`src/rtl/uart_pkg.sv`:
```
// Shared constants, state encoding and helpers for the UART receive path.
package uart_pkg;

  localparam logic [1:0] PAR_NONE = 2'd0;
  localparam logic [1:0] PAR_EVEN = 2'd1;
  localparam logic [1:0] PAR_ODD  = 2'd2;

  localparam int OVS_NORM = 16;
  localparam int OVS_2X   = 8;

  localparam logic [3:0] WL_MIN = 4'd5;
  localparam logic [3:0] WL_MAX = 4'd9;

  typedef enum logic [2:0] {
    S_IDLE,
    S_START,
    S_DATA,
    S_PARITY,
    S_STOP1,
    S_STOP2
  } state_t;

  function automatic logic [3:0] clamp_wl(input logic [3:0] w);
    if (w < WL_MIN) return WL_MIN;
    if (w > WL_MAX) return WL_MAX;
    return w;
  endfunction

endpackage

```
`src/rtl/uart_sync_edge.sv`:
```
// Two-flop synchronizer plus one extra stage so callers can see the previous
// synchronized value and derive edges from it.
module uart_sync_edge #(
  parameter logic RST_VAL = 1'b0
) (
  input  logic clk,
  input  logic rst,
  input  logic din,
  output logic q,
  output logic prev
);

  logic s1, s2, s3;

  always_ff @(posedge clk) begin
    if (!rst) begin
      s1 <= RST_VAL;
      s2 <= RST_VAL;
      s3 <= RST_VAL;
    end else begin
      s1 <= din;
      s2 <= s1;
      s3 <= s2;
    end
  end

  assign q    = s2;
  assign prev = s3;

endmodule

```
`src/rtl/uart_receiver.sv`:
```
// UART receiver: 16x/8x oversampled, majority-vote bit decisions, one-entry
// holding register with frame/parity/overrun status.
module uart_receiver
  import uart_pkg::*;
(
  input  logic       clk,
  input  logic       rst,
  input  logic       rxen,
  input  logic       rx,
  input  logic       rd,
  input  logic [3:0] wordlen,
  input  logic       u2x,
  input  logic [1:0] parity,
  input  logic       stopbits,
  input  logic       mode,
  output logic [8:0] data,
  output logic       charreceived,
  output logic       frameerror,
  output logic       parityerror,
  output logic       receiveoverrun
);

  logic rx_s, rx_p, rd_s, rd_p;
  logic rx_fall, rd_ev;

  uart_sync_edge #(.RST_VAL(1'b1)) u_rx_sync (
    .clk(clk), .rst(rst), .din(rx), .q(rx_s), .prev(rx_p)
  );
  uart_sync_edge #(.RST_VAL(1'b0)) u_rd_sync (
    .clk(clk), .rst(rst), .din(rd), .q(rd_s), .prev(rd_p)
  );

  assign rx_fall = rx_p & ~rx_s;
  assign rd_ev   = rd_s ^ rd_p;

  // Only asynchronous framing exists; the reserved mode input is ignored.
  logic mode_unused;
  assign mode_unused = mode;

  state_t     state, state_nx;
  logic [3:0] cnt, bitcnt, wl_r, n_last, dec_pt;
  logic [1:0] par_r;
  logic       two_stop_r, u2x_r;
  logic [8:0] shreg;
  logic       par_acc, stop_err, smp_a, smp_b;
  logic       at_dec, at_end, vote, complete, fe_nx, pe_nx;

  assign n_last = u2x_r ? 4'(OVS_2X - 1) : 4'(OVS_NORM - 1);
  assign dec_pt = u2x_r ? 4'd5 : 4'd9;
  assign at_dec = (cnt == dec_pt);
  assign at_end = (cnt == n_last);
  assign vote   = (smp_a & smp_b) | (smp_a & rx_s) | (smp_b & rx_s);

  always_ff @(posedge clk) begin
    if (!rst) state <= S_IDLE;
    else      state <= state_nx;
  end

  always_comb begin
    state_nx = state;
    complete = 1'b0;
    case (state)
      S_IDLE:   if (rxen && rx_fall) state_nx = S_START;
      S_START: begin
        if (at_dec && vote) state_nx = S_IDLE;
        else if (at_end)    state_nx = S_DATA;
      end
      S_DATA: begin
        if (at_end && bitcnt == wl_r - 4'd1)
          state_nx = (par_r == PAR_EVEN || par_r == PAR_ODD) ? S_PARITY : S_STOP1;
      end
      S_PARITY: if (at_end) state_nx = S_STOP1;
      S_STOP1: begin
        if (at_dec && !two_stop_r) begin
          complete = 1'b1;
          state_nx = S_IDLE;
        end else if (at_end) begin
          state_nx = S_STOP2;
        end
      end
      S_STOP2: begin
        if (at_dec) begin
          complete = 1'b1;
          state_nx = S_IDLE;
        end
      end
      default:  state_nx = S_IDLE;
    endcase
    if (!rxen) begin
      state_nx = S_IDLE;
      complete = 1'b0;
    end
  end

  // Error values as they stand at the final stop-bit decision.
  always_comb begin
    fe_nx = (state == S_STOP2) ? (stop_err | ~vote) : ~vote;
    case (par_r)
      PAR_EVEN: pe_nx = par_acc;
      PAR_ODD:  pe_nx = ~par_acc;
      default:  pe_nx = 1'b0;
    endcase
  end

  always_ff @(posedge clk) begin
    if (!rst) begin
      cnt        <= '0;
      bitcnt     <= '0;
      wl_r       <= WL_MIN;
      par_r      <= PAR_NONE;
      two_stop_r <= 1'b0;
      u2x_r      <= 1'b0;
      shreg      <= '0;
      par_acc    <= 1'b0;
      stop_err   <= 1'b0;
      smp_a      <= 1'b1;
      smp_b      <= 1'b1;
    end else if (state == S_IDLE) begin
      cnt <= '0;
      if (rx_fall) begin
        wl_r       <= clamp_wl(wordlen);
        par_r      <= parity;
        two_stop_r <= stopbits;
        u2x_r      <= u2x;
        shreg      <= '0;
        bitcnt     <= '0;
        par_acc    <= 1'b0;
        stop_err   <= 1'b0;
      end
    end else begin
      cnt <= at_end ? 4'd0 : cnt + 4'd1;
      if (cnt == dec_pt - 4'd2) smp_a <= rx_s;
      if (cnt == dec_pt - 4'd1) smp_b <= rx_s;
      if (at_dec) begin
        case (state)
          S_DATA: begin
            shreg[bitcnt] <= vote;
            par_acc       <= par_acc ^ vote;
          end
          S_PARITY: par_acc  <= par_acc ^ vote;
          S_STOP1:  stop_err <= ~vote;
          default: ;
        endcase
      end
      if (at_end && state == S_DATA) bitcnt <= bitcnt + 4'd1;
    end
  end

  always_ff @(posedge clk) begin
    if (!rst) begin
      data           <= '0;
      charreceived   <= 1'b0;
      frameerror     <= 1'b0;
      parityerror    <= 1'b0;
      receiveoverrun <= 1'b0;
    end else if (complete) begin
      data         <= shreg;
      frameerror   <= fe_nx;
      parityerror  <= pe_nx;
      charreceived <= 1'b1;
      // A read landing on the completion cycle consumes the old character.
      if (rd_ev)             receiveoverrun <= 1'b0;
      else if (charreceived) receiveoverrun <= 1'b1;
    end else if (rd_ev) begin
      charreceived   <= 1'b0;
      receiveoverrun <= 1'b0;
    end
  end

endmodule

```
`config.mk`:
```
export PLATFORM = sky130hd
export DESIGN_NAME = uart_receiver
export DESIGN_NICKNAME = d
export VERILOG_FILES = /design/src/rtl/uart_pkg.sv /design/src/rtl/uart_sync_edge.sv /design/src/rtl/uart_receiver.sv
export SDC_FILE = /design/constraint.sdc
export NUM_CORES = 1
export LEC_CHECK = 0
export CAP_MARGIN = 30
export CORE_ASPECT_RATIO = 0.8
export CORE_MARGIN = 2
export CORE_UTILIZATION = 51
export DETAILED_ROUTE_END_ITERATION = 10
export GPL_ROUTABILITY_DRIVEN = 0
export PLACE_DENSITY_LB_ADDON = 0.05
export REMOVE_ABC_BUFFERS = 1
export SETUP_SLACK_MARGIN = 0.15
export SLEW_MARGIN = 20
export SYNTH_ARGS = -nofsm -noshare
export SYNTH_HDL_FRONTEND = slang
export SYNTH_SLANG_ARGS = --single-unit
```
`constraint.sdc`:
```
create_clock -name clk -period 1.7 [get_ports clk]
set_input_delay 0.425 -clock clk [delete_from_list [all_inputs] [get_ports clk]]
set_output_delay 0.425 -clock clk [all_outputs]
set_load 0.01 [all_outputs]
```
==> impl_results.md <==
* Number of levels the H-tree was split into at 2
* Wire length of the first global-routing pass at 10200 um
* Max Root-Sink Buffers at 2
* Cell accounting for the most synthesized area: sky130_fd_sc_hd__dfxtp_1
* WP data arrival at just under 2 ns
* Post-synth top flop: sky130_fd_sc_hd__dfxtp_1
* Final number of setup-violating endpoints at 12
* Per-cell via count in the routed design at between 5 and 6
* Slew headroom at 79.8%
* Core area at between 0.004 and 0.005 mm2
* Hold violation count in the final report at 0
* Antenna Violating Nets Remaining at 0
* Logic depth of the worst register-to-register path at 8
* Post-synthesis to final-layout area growth at 43.1%
* Status: finished with violations
* Clock skew after layout at about 0.0085 ns
* Cell with the largest stage delay on the worst path: sky130_fd_sc_hd__dfxtp_2
* Max FO, Critical Path at 7
* Clock-pin slew of the registers on the worst-case setup and hold paths at 0.10 ns
* Reg-to-reg critical path endpoint: shreg[3]$_SDFFE_PN0P_
* Fmax at just under 600 MHz
* Total Wirelength at between 6000 and 7000 um
* Endpoint of the most critical setup path: shreg[3]$_SDFFE_PN0P_
* Critical path endpoint category: flip-flop
* RSZ-0062 raised after global routing: true
* Post-layout instance count excluding filler cells at roughly 430
* Most numerous cell types in the synthesized netlist: sky130_fd_sc_hd__dfxtp_1, sky130_fd_sc_hd__nor2_1, sky130_fd_sc_hd__a21oi_1
* Most repeated cell in the gate-level netlist after synthesis: sky130_fd_sc_hd__dfxtp_1
* Die width at 83.2 um
* Transition at the pin with the smallest max-transition slack at between 0.3 and 0.4 ns
* Die height at 67.4 um
* Cell area after synthesis at between 0.002 and 0.003 mm2
* Total of flip-flops plus latches after synthesis at between 50 and 60
* CTS tree: yes
* Grt total ovfl at 0
* Setup WS post-layout at -0.0274 ns
* Wire per inst at 14.9 um
* Maximum ir drop on the vdd rail at just under 0.5 mV
* Most area-consuming cells after synthesis: sky130_fd_sc_hd__dfxtp_1, sky130_fd_sc_hd__a21oi_1, sky130_fd_sc_hd__mux2i_1
* Largest net degree at the start of global routing at 16
* CP cell instances: inv_2 -> ha_4 -> and4bb_1 -> or2_4 -> a211oi_2 -> buf_4 -> o21ai_1 -> a21bo_2
* Initial antenna violation count at 0
* Via count of the first global-routing pass at roughly 2200
* Final Slew Violations at 0
* Cell count after placement at 410
* Required arrival time at the worst endpoint at approximately 2 ns
* Drt first-iter violations at roughly 120
* Worst Hold Class: reg -> reg
* Yosys synthesis warning count at 0
* Port-buffer cells at 25
* DR pass1 iterations at 4
* Root buffer selected by CTS: sky130_fd_sc_hd__clkbuf_8
* Drc violations at 0
* Violated checks: negative setup slack
* Initial core utilization at 52.0%
* Instance count along the most critical hold path at 1
* Sinks on the clock net at between 50 and 60
* Shortest clock period the worst path allows after layout at roughly 1.7 ns
* Share of flip-flops with an asynchronous set or reset at 0%
* Synth Instances at roughly 290
* Beginning of the critical path: cnt[1]$_SDFF_PP0_
* Number of enable-type register cells in the synthesized netlist at 0
* Clock latency on the worst-skew pair at roughly 0.30 ns
* Max-cap violations at 0
* Hold buffer count at cts at 0
* Post-Route Hold Slack at between 0.4 and 0.5 ns
* Worst setup slack for register-to-register paths at -0.03 ns
* Period utilisation layout at 102%
* R2R Path Start: cnt[1]$_SDFF_PP0_
* Placed wire-length estimate after detailed placement at between 4000 and 5000 um
* Row cnt at 23
* Peak per-stage delay on the critical path at approximately 0.35 ns
* Total global-route track usage at about 23%
* Proportion of layout cells with a drive suffix above 1 at between 30% and 40%
* Sequential area share after synthesis at between 30% and 40%
* Post-Synthesis Mean Instance Area at roughly 8.9 um2
* Number of diodes at 0
* Clock buffers created by TritonCTS at 5
* Crit Path Category: reg -> reg
* Total die area at ~0.0056 mm2
* Number of nets in the finished design at 390
* Leakage at roughly 1.5 nW
* Startpoint kind of the worst setup timing path: flip-flop
* Fraction of post-synthesis cell area in the top cell type by area at 39.9%
* Via count at about 2300
* Top Ports at 27
* Unique cell type count in the Yosys netlist at 53
* Pwr dens at 572 mW/mm2
-- kinds of logic (layout without fill, tap and decap cells) --
| group | after synthesis | count (layout) | share of synthesized area [%] |
|---|---|---|---|
| XOR/XNOR | 10 | 10 | 4.01 |
| multiplexers | 13 | 13 | 5.08 |
| AND/OR/NAND/NOR | 101 | 102 | 20.4 |
| flip-flops | 51 | 51 | 39.9 |
| adder cells (fa/ha/maj) | 11 | 11 | 5.28 |
| buffers and inverters | 28 | 107 | 5.52 |
| AO/OA/AOI/OAI | 73 | 73 | 19.8 |
-- per-layer routing --
metal / wire, um / up-vias / part of all wire [%] / global-route usage [%]
met5: 0 / - / 0 / 0
met1: 3150 / 1112 / 49 / 31.1
met4: 58 / 0 / 0.91 / 6.35
met3: 213 / 6 / 3.3 / 3.67
met2: 2950 / 46 / 46 / 38.9
li1: - / 1163 / - / -
-- flip-flops by register name, indices dropped and copies added (netlist names), 2 cells and up --
signal  flops
par_r       2
shreg       9
wl_r        4
data        9
bitcnt      4
cnt         4
state       3
-- metrics by stage --
step / instance area (um2) / TNS [ns] / setup WS (ns) / power, W / util, %
final: 3660 / -0.199 / -0.0274 / 0.00209 / 74.4
after detailed placement: 3200 / -3.40 / -0.170 / 0.00141 / 65.0
after global placement: 3200 / -2.54 / -0.157 / 0.00140 / 65.0
after global routing: 3660 / -1.17 / -0.0988 / 0.00217 / 74.4
after floorplan: 2460 / -2.30 / -0.175 / 0.00131 / -
after CTS: 3500 / -0.270 / -0.0368 / 0.00210 / 71.2
-- worst min path at each step --
stage                             from                     end
2_1_floorplan  u_rx_sync.s1$_SDFF_PN1_  u_rx_sync.q$_SDFF_PN1_
3_3_place_gp   u_rx_sync.s1$_SDFF_PN1_  u_rx_sync.q$_SDFF_PN1_
3_5_place_dp   u_rx_sync.s1$_SDFF_PN1_  u_rx_sync.q$_SDFF_PN1_
4_1_cts        u_rx_sync.s1$_SDFF_PN1_  u_rx_sync.q$_SDFF_PN1_
5_1_grt        u_rx_sync.s1$_SDFF_PN1_  u_rx_sync.q$_SDFF_PN1_
6_report       u_rx_sync.s1$_SDFF_PN1_  u_rx_sync.q$_SDFF_PN1_
-- power breakdown --
group | switching, W | leakage, nW | internal (W) | total [W]
combinational | 0.0000900 | 1.01 | 0.0000994 | 0.000189
sequential | 0.0000102 | 0.417 | 0.00120 | 0.00121
clock | 0.000405 | 0.0412 | 0.000289 | 0.000694
-- cell usage in the layout (no fill, tap or decap), drive strengths merged, types with 7 or more instances in the layout --
cell           netlist  routed
inv                 11      11
nand2b               8       8
dfxtp               51      51
a21oi               26      26
o21ai               15      15
nand2               21      21
ha                  10      10
clkdlybuf4s50        0      12
dlygate4sd2          0      13
mux2i               13      13
nor2                34      34
nand3                9       9
nor3                 7       7
buf                  6      63
a21bo                7       7
-- final cells by class --
cell class	count	area, um2
multi-input combinational	209	1650
fill	373	1260
sequential	51	1040
timing repair buffer	88	768
tap	62	77.6
clock buffer	6	72.6
inverter	11	41.3
clock inverter	2	12.5
-- critical path: cells and delay by family (launching register included) --
kind	cells	cell delay (ns)
and+or+nand+nor	2	0.48
buffers and inverters	2	0.25
AOI/OAI and AO/OA	3	0.44
DFF	1	0.35
adders and majority gates	1	0.15
-- timing repair --
| action | 4_1_cts | 5_1_grt |
|---|---|---|
| pin swaps | 18 | 21 |
| endpoints found under the setup margin | 46 | 34 |
| setup buffers | 6 | 4 |
| gates cloned | 1 | 0 |
| gates resized for setup | 66 | 33 |
Power figures use the tool's default switching activity.
==> patch, RTL diff (same settings) <==
Re-encode `state_t` (6 states) as Gray code, 3 bits wide.
--- a/src/rtl/uart_pkg.sv
+++ b/src/rtl/uart_pkg.sv
@@ -13,10 +13,10 @@
 
   typedef enum logic [2:0] {
-    S_IDLE,
-    S_START,
-    S_DATA,
-    S_PARITY,
-    S_STOP1,
-    S_STOP2
+    S_IDLE   = 3'b000,
+    S_START  = 3'b001,
+    S_DATA   = 3'b011,
+    S_PARITY = 3'b010,
+    S_STOP1  = 3'b110,
+    S_STOP2  = 3'b111
   } state_t;
 
Formal check against the unedited RTL: no difference found for any inputs over 10 cycles, from zero or initial values and one cycle with rst low; not proved beyond that.
==> patch against the original RTL <==
The flow still finishes with violations (negative setup slack); synthesized cell count up 4.5%; maximum frequency down 5.7%; setup slack worse by 0.10 ns; sequential cell count unchanged; final area up 1.9%; non-clock buffer count up 4; final cell count up 4.7%; synthesized area down 0.24%; combinational power down 6%; sequential power about the same; highest routed layer unchanged; power up 1.3%; routed wire length up 4.6%.
==> patch: results (changes against the original RTL) <==
Iteration-0 DRC Markers=131 (+13%); yosys warns=0 (unchanged); violated checks=negative setup slack; Worst Path Max Fanout=4 (-3); first-pass GRT wire length=10.8 mm (+6.0%); number of global-route vias before repair=2262 (+3.8%); routed wire length=6.67 mm (+4.6%); GRT Overall Usage=24.2% (+1.1 points); Final HPWL DP=4.26 mm (-0.77%); sequential fraction of the synthesis area=40.0% (+0.098 points); setup ws final=-0.132 ns (-0.104 ns); Worst Path Arrival=2.01 ns (+0.03 ns); status=finished, violations left; Synth top cells by count=dfxtp_1, nand2_1, a21oi_1; final setup fails=21 (+9); fillers=381 (+2.1%); final net count=410 (+5.1%); Synth Instances=300 (+4.5%); Worst Skew=0.0157 ns (+0.00716 ns); via count=2424 (+4.2%); Post-Place Setup Slack=-0.239 ns (-0.0689 ns); relative max-transition margin=74.3% (-5.5 points); layout cells sized above 1=35.7% (-0.85 points); top cells by area in the synthesized netlist=dfxtp_1, nand2_1, a21oi_1; Leak=1.51 nW (+2.8%); placed cells=423 (+3.2%); Via density=5.40 (-0.47%)
-- patch: cell types whose count changed in the layout (fill, tap and decap cells not counted), sizes merged, moves of 6 or more --
cell   delta
nor2     -13
a22o      +6
a21o      +6
a21bo     -7
mux2i     -9
nand2    +24
-- patch: per-layer routing --
layer	GRT usage, %	part of all wire [%]	vias up	wire length (um)
li1	-	-	1212	-
met1	33.1	47	1132	3140
met2	40.0	47	74	3140
met3	3.79	5.0	6	335
met4	7.17	0.88	0	59
met5	0	0	-	0
-- patch: path summary, 6_finish.rpt --
kind                                    end  slack (ns)  depth (start not counted)
worst max-delay path               state[2]       -0.13                          8
worst min-delay path            u_rx_sync.q        0.42                          1
worst max register to register     state[2]       -0.13                          8
worst min register to register  u_rx_sync.q        0.42                          1
-- patch: logic make-up after synthesis --
group                    after synthesis  share of synthesized area, %
buffers and inverters                 27                          4.70
AO/OA/AOI/OAI                         80                          20.7
adder cells (fa/ha/maj)               11                          5.34
multiplexers                           4                          1.57
XOR/XNOR                              11                          3.77
flip-flops                            51                          40.0
AND/OR/NAND/NOR                      116                          23.9
-- patch: area by class of cell --
type | count | area share (%)
Sequential cell | 51 | 27.7
Timing Repair Buffer | 92 | 20.8
Inverter | 13 | 1.37
Clock inverter | 1 | 0.235
Multi-Input combinational cell | 222 | 45.3
Tap cell | 62 | 2.08
Clock buffer | 7 | 2.31
Timing Repair inverter | 1 | 0.201
-- patch: timing repair --
item | CTS | global route
cloned | 3 | 1
setup endpoints to repair | 47 | 36
buffers inserted | 5 | 9
resized for setup | 70 | 34
pin swaps | 31 | 21
-- patch: where the power goes --
part	internal [mW]	leakage [nW]	switching (mW)
sequential	1.21	0.416	0.00888
clock	0.334	0.0484	0.395
combinational	0.0930	1.04	0.0844
-- patch: per-stage QoR --
stage	util, %	hold slack [ns]	instance area (sq um)	TNS (ns)
floorplan	-	0.386	2480	-1.07
global placement	64.7	0.390	3190	-5.10
detailed placement	64.7	0.397	3190	-5.35
CTS	71.3	0.420	3510	-0.787
global route	75.8	0.443	3730	-3.34
finish	75.8	0.417	3730	-1.05
-- patch: critical path: stages (launching register included) --
cell and delay, ns:
dfxtp_2 0.34, inv_2 0.07, ha_4 0.17, nand4bb_4 0.14, buf_4 0.16, a211oi_4 0.24
nor4_1 0.07, and3_1 0.18, or3_1 0.33
